==> config.mk <==
export PLATFORM = sky130hd
export DESIGN_NAME = hazard_scoreboard
export DESIGN_NICKNAME = d
export VERILOG_FILES = /design/src/rtl/hazard_pkg.sv /design/src/rtl/mc_tracker.sv /design/src/rtl/hazard_scoreboard.sv
export SDC_FILE = /design/constraint.sdc
export NUM_CORES = 1
export LEC_CHECK = 0
export BUFFER_PORTS_ARGS = -buffer_cell sky130_fd_sc_hd__buf_2
export CELL_PAD_IN_SITES_DETAIL_PLACEMENT = 1
export CELL_PAD_IN_SITES_GLOBAL_PLACEMENT = 2
export CORE_MARGIN = 2
export CORE_UTILIZATION = 35
export CTS_BUF_LIST = sky130_fd_sc_hd__clkbuf_2
export DETAILED_ROUTE_END_ITERATION = 7
export PLACE_DENSITY_LB_ADDON = 0.12
export SYNTH_ARGS = -nofsm -noshare
export SYNTH_HDL_FRONTEND = slang
export SYNTH_SLANG_ARGS = --single-unit
==> constraint.sdc <==
create_clock -name clk -period 6.3 [get_ports clk]
set_input_delay 1.575 -clock clk [delete_from_list [all_inputs] [get_ports clk]]
set_output_delay 1.575 -clock clk [all_outputs]
set_load 0.005 [all_outputs]
==> src/rtl/hazard_pkg.sv <==
`default_nettype none
// ============================================================================
// Module      : hazard_pkg
// Description : Shared types and constants for the hazard scoreboard.
// Revision    : 1.0 - initial release
// ============================================================================
package hazard_pkg;

    typedef enum logic [1:0] {
        IDLE = 2'd0,
        BUSY = 2'd1,
        DONE = 2'd2
    } state_t;

    localparam logic [1:0] FWD_RF = 2'b00;
    localparam logic [1:0] FWD_W  = 2'b01;
    localparam logic [1:0] FWD_M  = 2'b10;

endpackage
`default_nettype wire

==> src/rtl/mc_tracker.sv <==
`default_nettype none
// ============================================================================
// Module      : mc_tracker
// Description : Occupancy FSM, latency counter and destination latch for the
//               multi-cycle execution unit.
// Revision    : 1.0 - initial release
// ============================================================================
module mc_tracker
    import hazard_pkg::*;
#(
    parameter int ADDR_W = 5,
    parameter int MC_LAT = 4
) (
    input  logic              clk,
    input  logic              rst_n,
    input  logic              mc_op_e,
    input  logic [ADDR_W-1:0] rd_e,
    output logic              issue,
    output logic              mc_busy,
    output logic              mc_done,
    output logic [ADDR_W-1:0] mc_rd
);

    localparam logic [3:0] c_CNT_LOAD = 4'(MC_LAT - 2);

    state_t            r_state;
    state_t            w_state_next;
    logic [3:0]        r_cnt;
    logic [ADDR_W-1:0] r_mc_rd;

    always_ff @(posedge clk or negedge rst_n) begin
        if (!rst_n) begin
            r_state <= IDLE;
        end else begin
            r_state <= w_state_next;
        end
    end

    always_ff @(posedge clk or negedge rst_n) begin
        if (!rst_n) begin
            r_cnt   <= '0;
            r_mc_rd <= '0;
        end else if (issue) begin
            r_cnt   <= c_CNT_LOAD;
            r_mc_rd <= rd_e;
        end else if (r_state == BUSY && r_cnt != '0) begin
            r_cnt   <= r_cnt - 4'd1;
        end
    end

    // A new op is accepted only when the unit is free or retiring; requests
    // arriving while BUSY are dropped.
    always_comb begin
        w_state_next = r_state;
        case (r_state)
            IDLE:    if (mc_op_e) w_state_next = BUSY;
            BUSY:    if (r_cnt == '0) w_state_next = DONE;
            DONE:    w_state_next = mc_op_e ? BUSY : IDLE;
            default: w_state_next = IDLE;
        endcase
    end

    always_comb begin
        issue   = mc_op_e && (r_state == IDLE || r_state == DONE);
        mc_busy = (r_state != IDLE);
        mc_done = (r_state == DONE);
        mc_rd   = r_mc_rd;
    end

endmodule
`default_nettype wire

==> src/rtl/hazard_scoreboard.sv <==
`default_nettype none
// ============================================================================
// Module      : hazard_scoreboard
// Description : Pipeline hazard unit: forwarding, load-use and scoreboard
//               stalls for a multi-cycle unit, plus a stall counter.
// Revision    : 1.0 - initial release
// ============================================================================
module hazard_scoreboard
    import hazard_pkg::*;
#(
    parameter int ADDR_W = 5,
    parameter int MC_LAT = 4,
    parameter int CNT_W  = 16
) (
    input  logic              clk,
    input  logic              rst_n,
    input  logic [ADDR_W-1:0] rs1_d,
    input  logic [ADDR_W-1:0] rs2_d,
    input  logic [ADDR_W-1:0] rd_d,
    input  logic              mc_op_d,
    input  logic [ADDR_W-1:0] rs1_e,
    input  logic [ADDR_W-1:0] rs2_e,
    input  logic [ADDR_W-1:0] rd_e,
    input  logic              result_src_e0,
    input  logic              pc_src_e,
    input  logic              mc_op_e,
    input  logic [ADDR_W-1:0] rd_m,
    input  logic [ADDR_W-1:0] rd_w,
    input  logic              reg_write_m,
    input  logic              reg_write_w,
    output logic              stall_f,
    output logic              stall_d,
    output logic              flush_d,
    output logic              flush_e,
    output logic [1:0]        forward_ae,
    output logic [1:0]        forward_be,
    output logic              mc_busy,
    output logic              mc_done,
    output logic [ADDR_W-1:0] mc_rd,
    output logic [CNT_W-1:0]  stall_cnt
);

    localparam int NUM_REGS = 2 ** ADDR_W;

    logic                r_sb_unused;
    logic [NUM_REGS-1:0] r_sb;
    logic [NUM_REGS-1:0] w_sb_next;
    logic [CNT_W-1:0]    r_stall_cnt;
    logic                w_issue;
    logic                w_lw_stall;
    logic                w_sb_stall;
    logic                w_struct_stall;
    logic                w_stall;

    mc_tracker #(
        .ADDR_W (ADDR_W),
        .MC_LAT (MC_LAT)
    ) u_mc_tracker (
        .clk     (clk),
        .rst_n   (rst_n),
        .mc_op_e (mc_op_e),
        .rd_e    (rd_e),
        .issue   (w_issue),
        .mc_busy (mc_busy),
        .mc_done (mc_done),
        .mc_rd   (mc_rd)
    );

    function automatic logic [1:0] fwd_sel(input logic [ADDR_W-1:0] rs);
        if (rs != '0 && rs == rd_m && reg_write_m)      return FWD_M;
        else if (rs != '0 && rs == rd_w && reg_write_w) return FWD_W;
        else                                            return FWD_RF;
    endfunction

    assign forward_ae = fwd_sel(rs1_e);
    assign forward_be = fwd_sel(rs2_e);

    // Set is applied after clear so a retiring register re-issued in the same
    // cycle stays pending.
    always_comb begin
        w_sb_next = r_sb;
        if (mc_done) w_sb_next[mc_rd] = 1'b0;
        if (w_issue && rd_e != '0) w_sb_next[rd_e] = 1'b1;
        w_sb_next[0] = 1'b0;
    end

    always_ff @(posedge clk or negedge rst_n) begin
        if (!rst_n) begin
            r_sb <= '0;
        end else begin
            r_sb <= w_sb_next;
        end
    end

    assign r_sb_unused = r_sb[0];

    always_comb begin
        w_lw_stall     = result_src_e0 && (rd_e != '0) && (rs1_d == rd_e || rs2_d == rd_e);
        w_sb_stall     = r_sb[rs1_d] | r_sb[rs2_d] | r_sb[rd_d];
        w_struct_stall = mc_op_d && mc_busy;
        w_stall        = w_lw_stall | w_sb_stall | w_struct_stall;
        stall_f        = w_stall;
        stall_d        = w_stall;
        flush_e        = w_stall | pc_src_e;
        flush_d        = pc_src_e;
    end

    always_ff @(posedge clk or negedge rst_n) begin
        if (!rst_n) begin
            r_stall_cnt <= '0;
        end else if (w_stall && r_stall_cnt != '1) begin
            r_stall_cnt <= r_stall_cnt + 1'b1;
        end
    end

    assign stall_cnt = r_stall_cnt;

endmodule
`default_nettype wire

## Yosys cells after proc, flatten, opt, wreduce, memory -nomap -nowiden

Index checks and enable logic that the tools add are counted.

- Add/subtract/negate cells: 2
- $lt $le $gt $ge: 7
- Eq/ne operators: 11
- Muxes and demuxes: 22
- Bitwise operators: 8
- Reductions and logical operators: 28

Operators by type and width:

| operator | count |
|---|---|
| $mux W32 | 2 |
| $and A32 B32 Y32 | 1 |
| $not A32 Y32 | 1 |
| $or A32 B32 Y32 | 1 |
| $eq A5 B5 Y1 | 6 |
| $lt A5 B6 Y1 const B | 5 |
| $logic_and A1 B1 Y1 | 17 |
| $add A16 B1 Y16 const B | 1 |
| $ne A16 B16 Y1 const B | 1 |
| $bmux W1 S5 | 3 |
| $reduce_bool A5 Y1 | 3 |
| $demux W1 S5 | 2 |
| $ge A5 B1 Y1 const B | 2 |
| $mux W1 | 8 |
| $mux W2 | 4 |
| $mux W4 | 2 |
| $pmux W2 S3 | 1 |
| $or A1 B1 Y1 | 5 |
| $logic_not A4 Y1 | 1 |
| $ne A2 B2 Y1 const B | 2 |
| $reduce_bool A2 Y1 | 2 |
| $reduce_bool A4 Y1 | 1 |
| $sub A4 B1 Y4 const B | 1 |
| $eq A2 B1 Y1 const B | 1 |
| 4 further kinds | 5 |

- Flip-flop bits (word level): 58
- Input port bits: 48
- Output and inout port bits: 31
- Word-level logic and storage cells: 83

## Longest topological paths before layout

Gate-level depths: netlist of run 1.

- Word-level depth: 9
- Mapped depth: 9
- Mapped depth without buffers: 7

## By module

From an unflattened synthesis of run 1, not the netlist that was laid out.

- Cells, all modules: 391
- Area, all modules: 3947.5 um^2

By module, submodules not included:

| module | times used | cells each | area each (um^2) | sequential area each (um^2) |
|---|---|---|---|---|
| hazard_scoreboard | 1 | 339 | 3433.3 | 1176.1 |
| mc_tracker | 1 | 52 | 514.2 | 275.3 |

## Worst setup path after synthesis of run 1

OpenSTA, ideal clock, no wires.

- Path kind: input to output
- Start: input rd_d[1]
- End: output stall_f
- Arrival: 3821 ps
- Required time: 4725 ps
- Slack: 904 ps
- Stages: 8
- Path buffers: 3
- Cell sequence: clkbuf_1 -> mux4_2 -> o2111a_1 -> or4_4 -> nor4_4 -> buf_6 -> inv_1 -> buf_4

- Cells in the longest elaborated chain, start to end: 5

RTL lines:

| item | RTL line | RTL |
|---|---|---|
| start, declared | hazard_scoreboard.sv:19 | `input logic [ADDR_W-1:0] rd_d,` |
| $bmux W1 S5 | hazard_scoreboard.sv:99 | `w_sb_stall = r_sb[rs1_d] \| r_sb[rs2_d] \| r_sb[rd_d];` |
| $mux W1 (implied by the code) | hazard_scoreboard.sv:99 |  |
| $or A1 B1 Y1 | hazard_scoreboard.sv:99 |  |
| $or A1 B1 Y1 (2 in series) | hazard_scoreboard.sv:101 | `w_stall = w_lw_stall \| w_sb_stall \| w_struct_stall;` |
| end, declared | hazard_scoreboard.sv:31 | `output logic stall_f,` |

No other way between the ends. The select of a mux whose other input is x is not followed.

## Worst setup path in the final report of run 1

- Start: input rs1_d[2]
- End: output stall_d

- Cells in the longest elaborated chain, start to end: 6
- Elaborated cells between the ends (all ways): 9
- Classes of those cells: eq/ne (1); mux (2); bitwise (4); reduce/logical (2)

RTL lines:

| item | RTL line | RTL |
|---|---|---|
| start, declared | hazard_scoreboard.sv:17 | `input logic [ADDR_W-1:0] rs1_d,` |
| $bmux W1 S5 | hazard_scoreboard.sv:99 |  |
| $mux W1 (implied by the code) | hazard_scoreboard.sv:99 |  |
| $or A1 B1 Y1 (2 in series) | hazard_scoreboard.sv:99 |  |
| $or A1 B1 Y1 * (2 in series) | hazard_scoreboard.sv:101 |  |
| end, declared | hazard_scoreboard.sv:32 | `output logic stall_d,` |

Every way passes the cells marked *; elsewhere a longest branch is shown, timed or not. The select of a mux whose other input is x is not followed.

==> results.yml, run 1 <==
status:
  outcome: "complete, no violations"
logic_synthesis:
  ys_types: 49
  netlist_area_sq_um: 3900
  syn_nets: 456
  async_flop_share: 1.00
  ys_seq_area_frac: 0.372
  yosys-top-cells-area: "dfrtp_1 (37%), o21ai_0 (7.8%), xor2_1 (5.8%), mux4_2 (5.8%), xnor2_1 (4.5%)"
  synth_flop_cell: "dfrtp_1"
  synth_edf_count: 0
  synth.most_common_cell: "o21ai_0"
  synth_top_area_frac: 0.372
  syn_inst: 405
  synth_area_leader_cell: "dfrtp_1"
  synthTopCellsByCount: "o21ai_0 (61), dfrtp_1 (58), nand2_1 (37)"
  ys_seq_elements: 58
  yosysWarnings: 0
  syn_area_per_cell_sq_um: 9.63
timing:
  setup_slack_ps: 986
  skew_ps: 27.5
  fin_crit_ps: 5310
  final_max_slew_viol_count: 0
  hold_viol_final: 0
  setup_viol: 0
  setup_tns_ps: 0
  fin_hold_ws_ps: 484
  rsz0062_at_grt: "false"
  finalCritPeriodShare: 0.843
  maxSlewHeadroom: 0.378
  worst_slew_pin_slew_ps: 930
  fmax_mhz: 188
pwr:
  ir_drop_uv: 160
  report.power.total_uw: 1410
  p_leak_uw: 0.00178
  p_per_area_nw_per_um2: 315
  clock_power_share: 0.165
  power.switching_uw: 569
  seqPwrFrac: 0.476
  pwr-share-comb: 0.359
  p_int_uw: 842
  switching_share: 0.403
clock_tree:
  cts_setup_buffers: 0
  clkTransAtPathRegs_ps: 160
  cts-resized-gates: 0
  cts_max_level: 3
  numCtsBuffers: 9
  cts_tree: "built"
  cts_root_buffer: "clkbuf_2"
  clock-sinks: 58
  clockBufferDepth: 2
  cts_hold_buf: 0
  clock_latency_ps: 470
cells_and_area:
  syn_to_final_growth_pct: 14.8
  diodes: 0
  final_nets: 524
  final_layout_size_suffix_gt1_frac: 0.262
floorplan:
  start_util: 0.360
  die_area_sq_um: 12000
  fp-row-count: 38
  fp.dieH_um: 110
  core_region_area_sq_um: 10800
  ioPinCount: 79
  die_w_um: 110
critical_path:
  crit_slowest_cell: "or4_4"
  crit_top_cell: "buf_2"
  crit_fanout: 11
  critPathBufInv: 3
  critPathTopFamily: "simple AND/OR/NAND/NOR gates"
  cp-end-kind: "primary output"
  start_kind: "input port"
  crit_path_max_incr_delay_ps: 560
  critPathKind: "input port to primary output"
  path_cells: "buf_2 -> mux2_2 -> a221oi_1 -> a2111oi_0 -> or4_4 -> nor4_4 -> inv_1 -> buf_2"
  cp.required_ps: 4720
  timing.rr.start: "r_sb[1]"
  cp_data_arrival_time_ps: 3740
  cp-startpoint: "rs1_d[2]"
detailed_routing:
  viasPerCell: 5.61
  drc: 0
  wl_met3_um: 378
  wirelength_um: 11900
  post_drt_wl_per_cell_um: 19.3
  wl_met2_um: 5490
  drtPass1Iterations: 4
  drt-initial-drc-count: 122
  wl_met1_um: 5820
  top_layer: "met4"
  vias: 3467
  ant_nets: 0
min_path:
  hold_start: "u_mc_tracker.r_state[1]"
  hp-class: "register to register"
global_routing:
  antenna_found_initial: 0
  grt_pass1_vias: 3595
  grt_use_total: 0.207
  grt_pass1_wl_um: 18900
  grt_overflow: 0
  grt_start_max_net_pins: 59
placement:
  dp_slack_ps: 960
  gp_congestion: 0.782
  dp_hpwl_um: 9090
  io_buffer_count: 78
flow_run:
  drv_cap: 0
[power groups by stage]
stage | logic [uW] | registers, uW | clock network [uW]
2_1_floorplan | 368 | 598 | 0
3_3_place_gp | 500 | 668 | 0
3_5_place_dp | 514 | 673 | 0
4_1_cts | 515 | 666 | 242
5_1_grt | 575 | 691 | 261
6_report | 506 | 671 | 233
[per-layer routing]
layer,track usage,vias to the layer above
met5,0,-
met4,0.0723,0
met3,0.0225,19
met2,0.327,72
met1,0.294,1765
li1,-,1611
[registers in the layout (all words and copies together) (netlist names)]
signal                flops
u_mc_tracker.r_cnt        4
u_mc_tracker.mc_rd        5
r_sb                     31
stall_cnt                16
u_mc_tracker.r_state      2
[per-stage QoR]
| stage | instances | cell area, sq um | util |
|---|---|---|---|
| finish | 618 | 4480 | 0.413 |
| global route | 618 | 4480 | 0.413 |
| floorplan | 405 | 3900 | - |
| CTS | 618 | 4480 | 0.413 |
| detailed placement | 602 | 4370 | 0.403 |
| global placement | 602 | 4370 | 0.403 |
[cell type report]
cell class / count / area [sq um]
clock buffers: 11 / 55.1
flip-flops and latches: 58 / 1450
repair buffers: 80 / 405
well taps: 140 / 175
fillers: 1310 / 6360
clock inverters: 5 / 55.1
inverters: 12 / 45.0
multi-input cells: 312 / 2290
[kinds of logic after synthesis]
family | after synthesis | synth area share
compound gates | 83 | 0.127
xor+xnor | 46 | 0.103
fa+ha+maj | 3 | 0.00963
buf+inv | 35 | 0.0408
flops | 58 | 0.372
mux | 36 | 0.142
simple gates | 144 | 0.205
[worst paths after layout]
check | end | slack (ps) | cells past startpoint
max in group asynchronous | r_sb[12] | 4550 | 2
max reg2reg | stall_cnt[1] | 3400 | 8
max | stall_d | 990 | 8
min in group asynchronous | r_sb[6] | 1220 | 2
min reg2reg | u_mc_tracker.r_state[1] | 480 | 1
min | u_mc_tracker.r_state[1] | 480 | 1
[cell usage in the layout (no fill, tap or decap), drive strengths merged, types with 10 or more instances in the layout]
master	Yosys	routed
clkbuf	15	11
inv	12	12
xor2	26	26
nand2	37	37
nor2	21	21
nand3b	10	10
mux4	13	13
nor4	12	12
mux2	10	10
o21ai	61	61
dfrtp	58	58
buf	8	80
xnor2	20	20
nand3	15	15
mux2i	13	13
[worst register-to-register path: stages (launching register included)]
cell and delay [ps]:
dfrtp_1 490, mux2_2 290, a221oi_1 250, a2111oi_0 110
or4_4 560, nor4_4 400, buf_4 290, nor2_2 90
mux2_4 330
Power figures use the tool's default switching activity.
==> run 2, diff against run 1 <==
--- a/config.mk
+++ b/config.mk
@@ -5,11 +5,12 @@
 export SDC_FILE = /design/constraint.sdc
 export NUM_CORES = 1
 export LEC_CHECK = 0
+export ABC_AREA = 1
 export BUFFER_PORTS_ARGS = -buffer_cell sky130_fd_sc_hd__buf_2
 export CELL_PAD_IN_SITES_DETAIL_PLACEMENT = 1
 export CELL_PAD_IN_SITES_GLOBAL_PLACEMENT = 2
 export CORE_MARGIN = 2
-export CORE_UTILIZATION = 35
+export CORE_UTILIZATION = 32
 export CTS_BUF_LIST = sky130_fd_sc_hd__clkbuf_2
 export DETAILED_ROUTE_END_ITERATION = 7
 export PLACE_DENSITY_LB_ADDON = 0.12
==> constraint.sdc (replaced) <==
create_clock -name clk -period 5.3 [get_ports clk]
set_input_delay 1.325 -clock clk [delete_from_list [all_inputs] [get_ports clk]]
set_output_delay 1.325 -clock clk [all_outputs]
set_load 0.005 [all_outputs]
==> results.yml, run 2 <==
timing:
  worst_slew_pin_slew_ps: 566
  setup_tns_ps: 0
  finalCritPeriodShare: 0.839
  setup_viol: 0
  fmax_mhz: 225
  maxSlewHeadroom: 0.613
  setup_slack_ps: 856
  final_max_slew_viol_count: 0
  skew_ps: 16.2
  fin_crit_ps: 4440
  rsz0062_at_grt: "false"
  fin_hold_ws_ps: 481
  hold_viol_final: 0
pwr:
  report.power.total_uw: 1760
  power.switching_uw: 763
  seqPwrFrac: 0.400
  ir_drop_uv: 160
  pwr-share-comb: 0.387
  switching_share: 0.433
  p_int_uw: 1000
  p_leak_uw: 0.00250
  p_per_area_nw_per_um2: 352
  clock_power_share: 0.213
clock_tree:
  cts_hold_buf: 0
  numCtsBuffers: 9
  cts_tree: "built"
  clock_latency_ps: 520
  cts_root_buffer: "clkbuf_2"
  cts_max_level: 3
  clkTransAtPathRegs_ps: 160
  cts_setup_buffers: 0
  clockBufferDepth: 2
  clock-sinks: 58
  cts-resized-gates: 0
detailed_routing:
  drc: 0
  drtPass1Iterations: 4
  viasPerCell: 5.10
  post_drt_wl_per_cell_um: 16.9
  wirelength_um: 15400
  drt-initial-drc-count: 249
  vias: 4622
  ant_nets: 0
floorplan:
  start_util: 0.331
  core_region_area_sq_um: 13300
  die_area_sq_um: 14800
  ioPinCount: 79
  die_w_um: 122
  fp-row-count: 42
  fp.dieH_um: 122
placement:
  io_buffer_count: 78
  dp_slack_ps: 857
  dp_hpwl_um: 12300
  dp.cells: 891
  gp_congestion: 0.833
global_routing:
  grt_pass1_wl_um: 25200
  grt_start_max_net_pins: 39
  grt_use_total: 0.219
  grt_overflow: 0
  antenna_found_initial: 0
  grt_pass1_vias: 4793
cells_and_area:
  final_common_cell: "nand2_1"
  fin_cells: 907
  largest_reg_flops: 31
  fillers: 1767
  diodes: 0
  final_nets: 777
  mostFrequentLayoutCells: "nand2_1 (186), nand3_1 (108), inv_1 (83), buf_2 (78), o21ai_0 (65)"
  largest-register: "r_sb"
  syn_to_final_growth_pct: 13.2
  final_layout_size_suffix_gt1_frac: 0.174
min_path:
  hp-class: "register to register"
critical_path:
  cp.required_ps: 3970
  crit_fanout: 23
  cp_data_arrival_time_ps: 3120
  start_kind: "input port"
  cp-end-kind: "primary output"
  critPathKind: "input port to primary output"
logic_synthesis:
  async_flop_share: 1.00
  yosys-top-cells-area: "dfrtp_1 (33%), nand2_1 (16%), nand3_1 (12%), o21ai_0 (7.4%), inv_1 (7.0%)"
  syn_inst: 656
  synth_area_leader_cell: "dfrtp_1"
  ys_types: 36
  synth_edf_count: 0
  ys_seq_area_frac: 0.328
  synth_top_area_frac: 0.328
  yosysWarnings: 0
  netlist_area_sq_um: 4420
  synthTopCellsByCount: "nand2_1 (186), nand3_1 (108), inv_1 (83)"
  ys_seq_elements: 58
  synth.most_common_cell: "nand2_1"
  syn_area_per_cell_sq_um: 6.74
  syn_nets: 707
  synth_flop_cell: "dfrtp_1"
flow_run:
  drv_cap: 0
status:
  outcome: "complete, no violations"
## run 2: changes by cell type after synthesis, sizes merged, moves of 13 or more
cell    change
clkbuf     -14
inv        +80
mux2i      -13
mux4       -13
nand2     +166
nand3      +93
## run 2: per-layer routing
| layer | vias up | global-route usage | wire length (um) |
|---|---|---|---|
| li1 | 2278 | - | - |
| met1 | 2231 | 0.292 | 6930 |
| met2 | 91 | 0.367 | 7550 |
| met3 | 22 | 0.0417 | 607 |
| met4 | 0 | 0.0532 | 257 |
| met5 | - | 0 | 0 |
## run 2: power groups by stage
stage | Clock (uW) | Sequential (uW) | Combinational, uW
after floorplan | 0 | 672 | 453
after global placement | 0 | 709 | 661
after detailed placement | 0 | 715 | 687
after CTS | 386 | 707 | 691
after global routing | 407 | 729 | 781
final | 375 | 706 | 682
## run 2: cell families after synthesis
kind of cell | after synthesis | share of synthesized area
simple gates | 366 | 0.374
xor+xnor | 26 | 0.0515
flops | 58 | 0.328
buf+inv | 113 | 0.123
compound gates | 90 | 0.115
fa+ha+maj | 3 | 0.00849
## run 2: cell type report
class	instances	area, sq um	area share
Inverter	92	353	0.0704
Sequential cell	58	1450	0.290
Clock inverter	7	108	0.0215
Clock buffer	9	45.0	0.00899
Tap cell	176	220	0.0440
Timing Repair Buffer	80	405	0.0809
Multi-Input combinational cell	485	2430	0.484
## run 2: worst max-delay path, stage by stage
cell and delay (ps):
buf_2 240, inv_2 240, nand2_1 70, nand2_1 60, nor2_1 40, nand3_1 50, nand2_1 60, a21oi_1 220
nand2_1 130, nor2_4 120, nand2_4 130, or2_2 290, buf_2 120
## run 2: path summary, 6_finish.rpt
| check | startpoint | cells past startpoint | slack (ps) | endpoint |
|---|---|---|---|---|
| setup / recovery | rs1_d[0] | 13 | 860 | flush_e |
| hold reg to reg | u_mc_tracker.r_state[1] | 1 | 480 | u_mc_tracker.r_state[1] |
| hold / removal | u_mc_tracker.r_state[1] | 1 | 480 | u_mc_tracker.r_state[1] |
| max in group asynchronous | rst_n | 2 | 3660 | r_sb[5] |
| min in group asynchronous | rst_n | 1 | 730 | r_sb[24] |
| setup reg to reg | stall_cnt[0] | 11 | 3190 | stall_cnt[13] |
## run 2: per-stage QoR
stage	cell area (sq um)	utilization
3_3_place_gp	4860	0.364
5_1_grt	5010	0.375
6_report	5010	0.375
3_5_place_dp	4860	0.364
2_1_floorplan	4420	-
4_1_cts	5010	0.375
==> run 3, diff against run 2 <==
==> constraint.sdc (replaced) <==
create_clock -name clk -period 4.32 [get_ports clk]
set_input_delay 1.08 -clock clk [delete_from_list [all_inputs] [get_ports clk]]
set_output_delay 1.08 -clock clk [all_outputs]
set_load 0.005 [all_outputs]
==> results.yml, run 3 (synthesis gave the netlist of run 2 again) <==
status:
  outcome: "complete, no violations"
cells_and_area:
  fin_cells: 908
  final_layout_size_suffix_gt1_frac: 0.176
  mostFrequentLayoutCells: "nand2_1 (186), nand3_1 (108), inv_1 (83), buf_2 (78), o21ai_0 (65)"
  final-seq-area_sq_um: 1450
  multi_input_area_sq_um: 2430
  final_nets: 778
  final_common_cell: "nand2_1"
  largest-register: "r_sb"
  diodes: 0
  syn_to_final_growth_pct: 11.7
  largest_reg_flops: 31
  fillers: 1796
detailed_routing:
  vias: 4559
  drt-initial-drc-count: 198
  ant_nets: 0
  post_drt_wl_per_cell_um: 17.1
  viasPerCell: 5.02
  drc: 0
  drtPass1Iterations: 4
  wirelength_um: 15600
critical_path:
  crit_fanout: 23
  critPathTopFamily: "simple AND/OR/NAND/NOR gates"
  timing.rr.start: "u_mc_tracker.r_state[0]"
  crit_slowest_cell: "or2_2"
  critPathKind: "input port to primary output"
  cp-startpoint: "rs1_d[0]"
  cp-end-kind: "primary output"
  crit_top_cell: "nand2_1"
  cp.required_ps: 3240
  path_cells: "buf_2 -> inv_2 -> nand2_1 -> nand2_1 -> nor2_1 -> nand3_1 -> nand2_1 -> a21oi_1 -> nand2_1 -> nor2_4 -> nand2_4 -> or2_2 -> buf_2"
  critPathBufInv: 3
  crit_path_max_incr_delay_ps: 270
  cp_data_arrival_time_ps: 2780
  start_kind: "input port"
clock_tree:
  cts_setup_buffers: 0
  cts_max_level: 3
  clock_latency_ps: 510
  numCtsBuffers: 9
  clockBufferDepth: 2
  cts_hold_buf: 0
  clkTransAtPathRegs_ps: 160
  cts_root_buffer: "clkbuf_2"
  clock-sinks: 58
  cts-resized-gates: 0
  cts_tree: "built"
min_path:
  hold_start: "u_mc_tracker.r_state[1]"
  hp-class: "register to register"
global_routing:
  grt_pass1_vias: 4673
  grt_overflow: 0
  antenna_found_initial: 0
  grt_use_total: 0.220
  grt_pass1_wl_um: 25100
  grt_start_max_net_pins: 48
floorplan:
  core_region_area_sq_um: 13300
  ioPinCount: 79
  fp.dieH_um: 122
  fp-row-count: 42
  die_area_sq_um: 14800
  die_w_um: 122
  start_util: 0.331
timing:
  worst_slew_pin_slew_ps: 1100
  skew_ps: 18.7
  setup_viol: 0
  setup_slack_ps: 462
  fmax_mhz: 259
  setup_tns_ps: 0
  rsz0062_at_grt: "false"
  hold_viol_final: 0
  finalCritPeriodShare: 0.893
  fin_crit_ps: 3860
  fin_hold_ws_ps: 482
  maxSlewHeadroom: 0.270
  final_max_slew_viol_count: 0
pwr:
  p_leak_uw: 0.00248
  switching_share: 0.464
  p_per_area_nw_per_um2: 401
  ir_drop_uv: 224
  power.switching_uw: 921
  p_int_uw: 1060
  seqPwrFrac: 0.436
  clock_power_share: 0.146
  pwr-share-comb: 0.418
placement:
  dp_slack_ps: 457
  gp_congestion: 0.860
  dp_hpwl_um: 12200
  dp.cells: 892
  io_buffer_count: 78
flow_run:
  drv_cap: 0
-- run 3: cell types whose count changed in the layout (fill, tap and decap cells not counted) --
cell,change
buf_4,+1
clkbuf_2,+3
bufinv_16,-3
clkinv_1,-1
clkinv_2,+1
-- run 3: layout make-up --
type	instances	share of cell area
Tap cell	176	0.0446
Clock inverter	4	0.00380
Sequential cell	58	0.294
Timing Repair Buffer	81	0.0835
Clock buffer	12	0.0122
Inverter	92	0.0714
Multi-Input combinational cell	485	0.491
-- run 3: metal layers --
metal,GRT usage,vias up,wire (um)
met4,0.0388,0,129
met2,0.378,73,7610
met3,0.0449,10,534
met1,0.291,2197,7280
met5,0,-,0
li1,-,2279,-
-- run 3: stage by stage --
stage / power (uW) / util / instance area [sq um]
floorplan: 1380 / - / 4420
global placement: 1680 / 0.364 / 4860
detailed placement: 1710 / 0.364 / 4860
CTS: 2010 / 0.370 / 4940
global route: 2180 / 0.370 / 4940
finish: 1980 / 0.370 / 4940
-- run 3: power by group through the flow --
stage               Combinational [uW]  Clock, uW  Sequential [uW]
floorplan                          555          0              825
global placement                   812          0              872
detailed placement                 836          0              876
CTS                                838        302              866
global route                       959        328              892
finish                             829        289              865
-- run 3: worst paths after layout --
kind,slack (ps),endpoint,depth (start not counted)
max,460,flush_e,13
min,480,u_mc_tracker.r_state[1],1
max reg2reg,2170,r_sb[17],7
min reg2reg,480,u_mc_tracker.r_state[1],1
min in group asynchronous,760,r_sb[17],1
max in group asynchronous,2780,r_sb[28],2
-- run 3: worst register-to-register path, cell delays in order, from the launching register on --
cell and delay (ps):
dfrtp_1 450, inv_1 90, nand2_1 250, inv_1 200, nand2_1 250, inv_1 180, nand3_1 320, o21ai_0 320
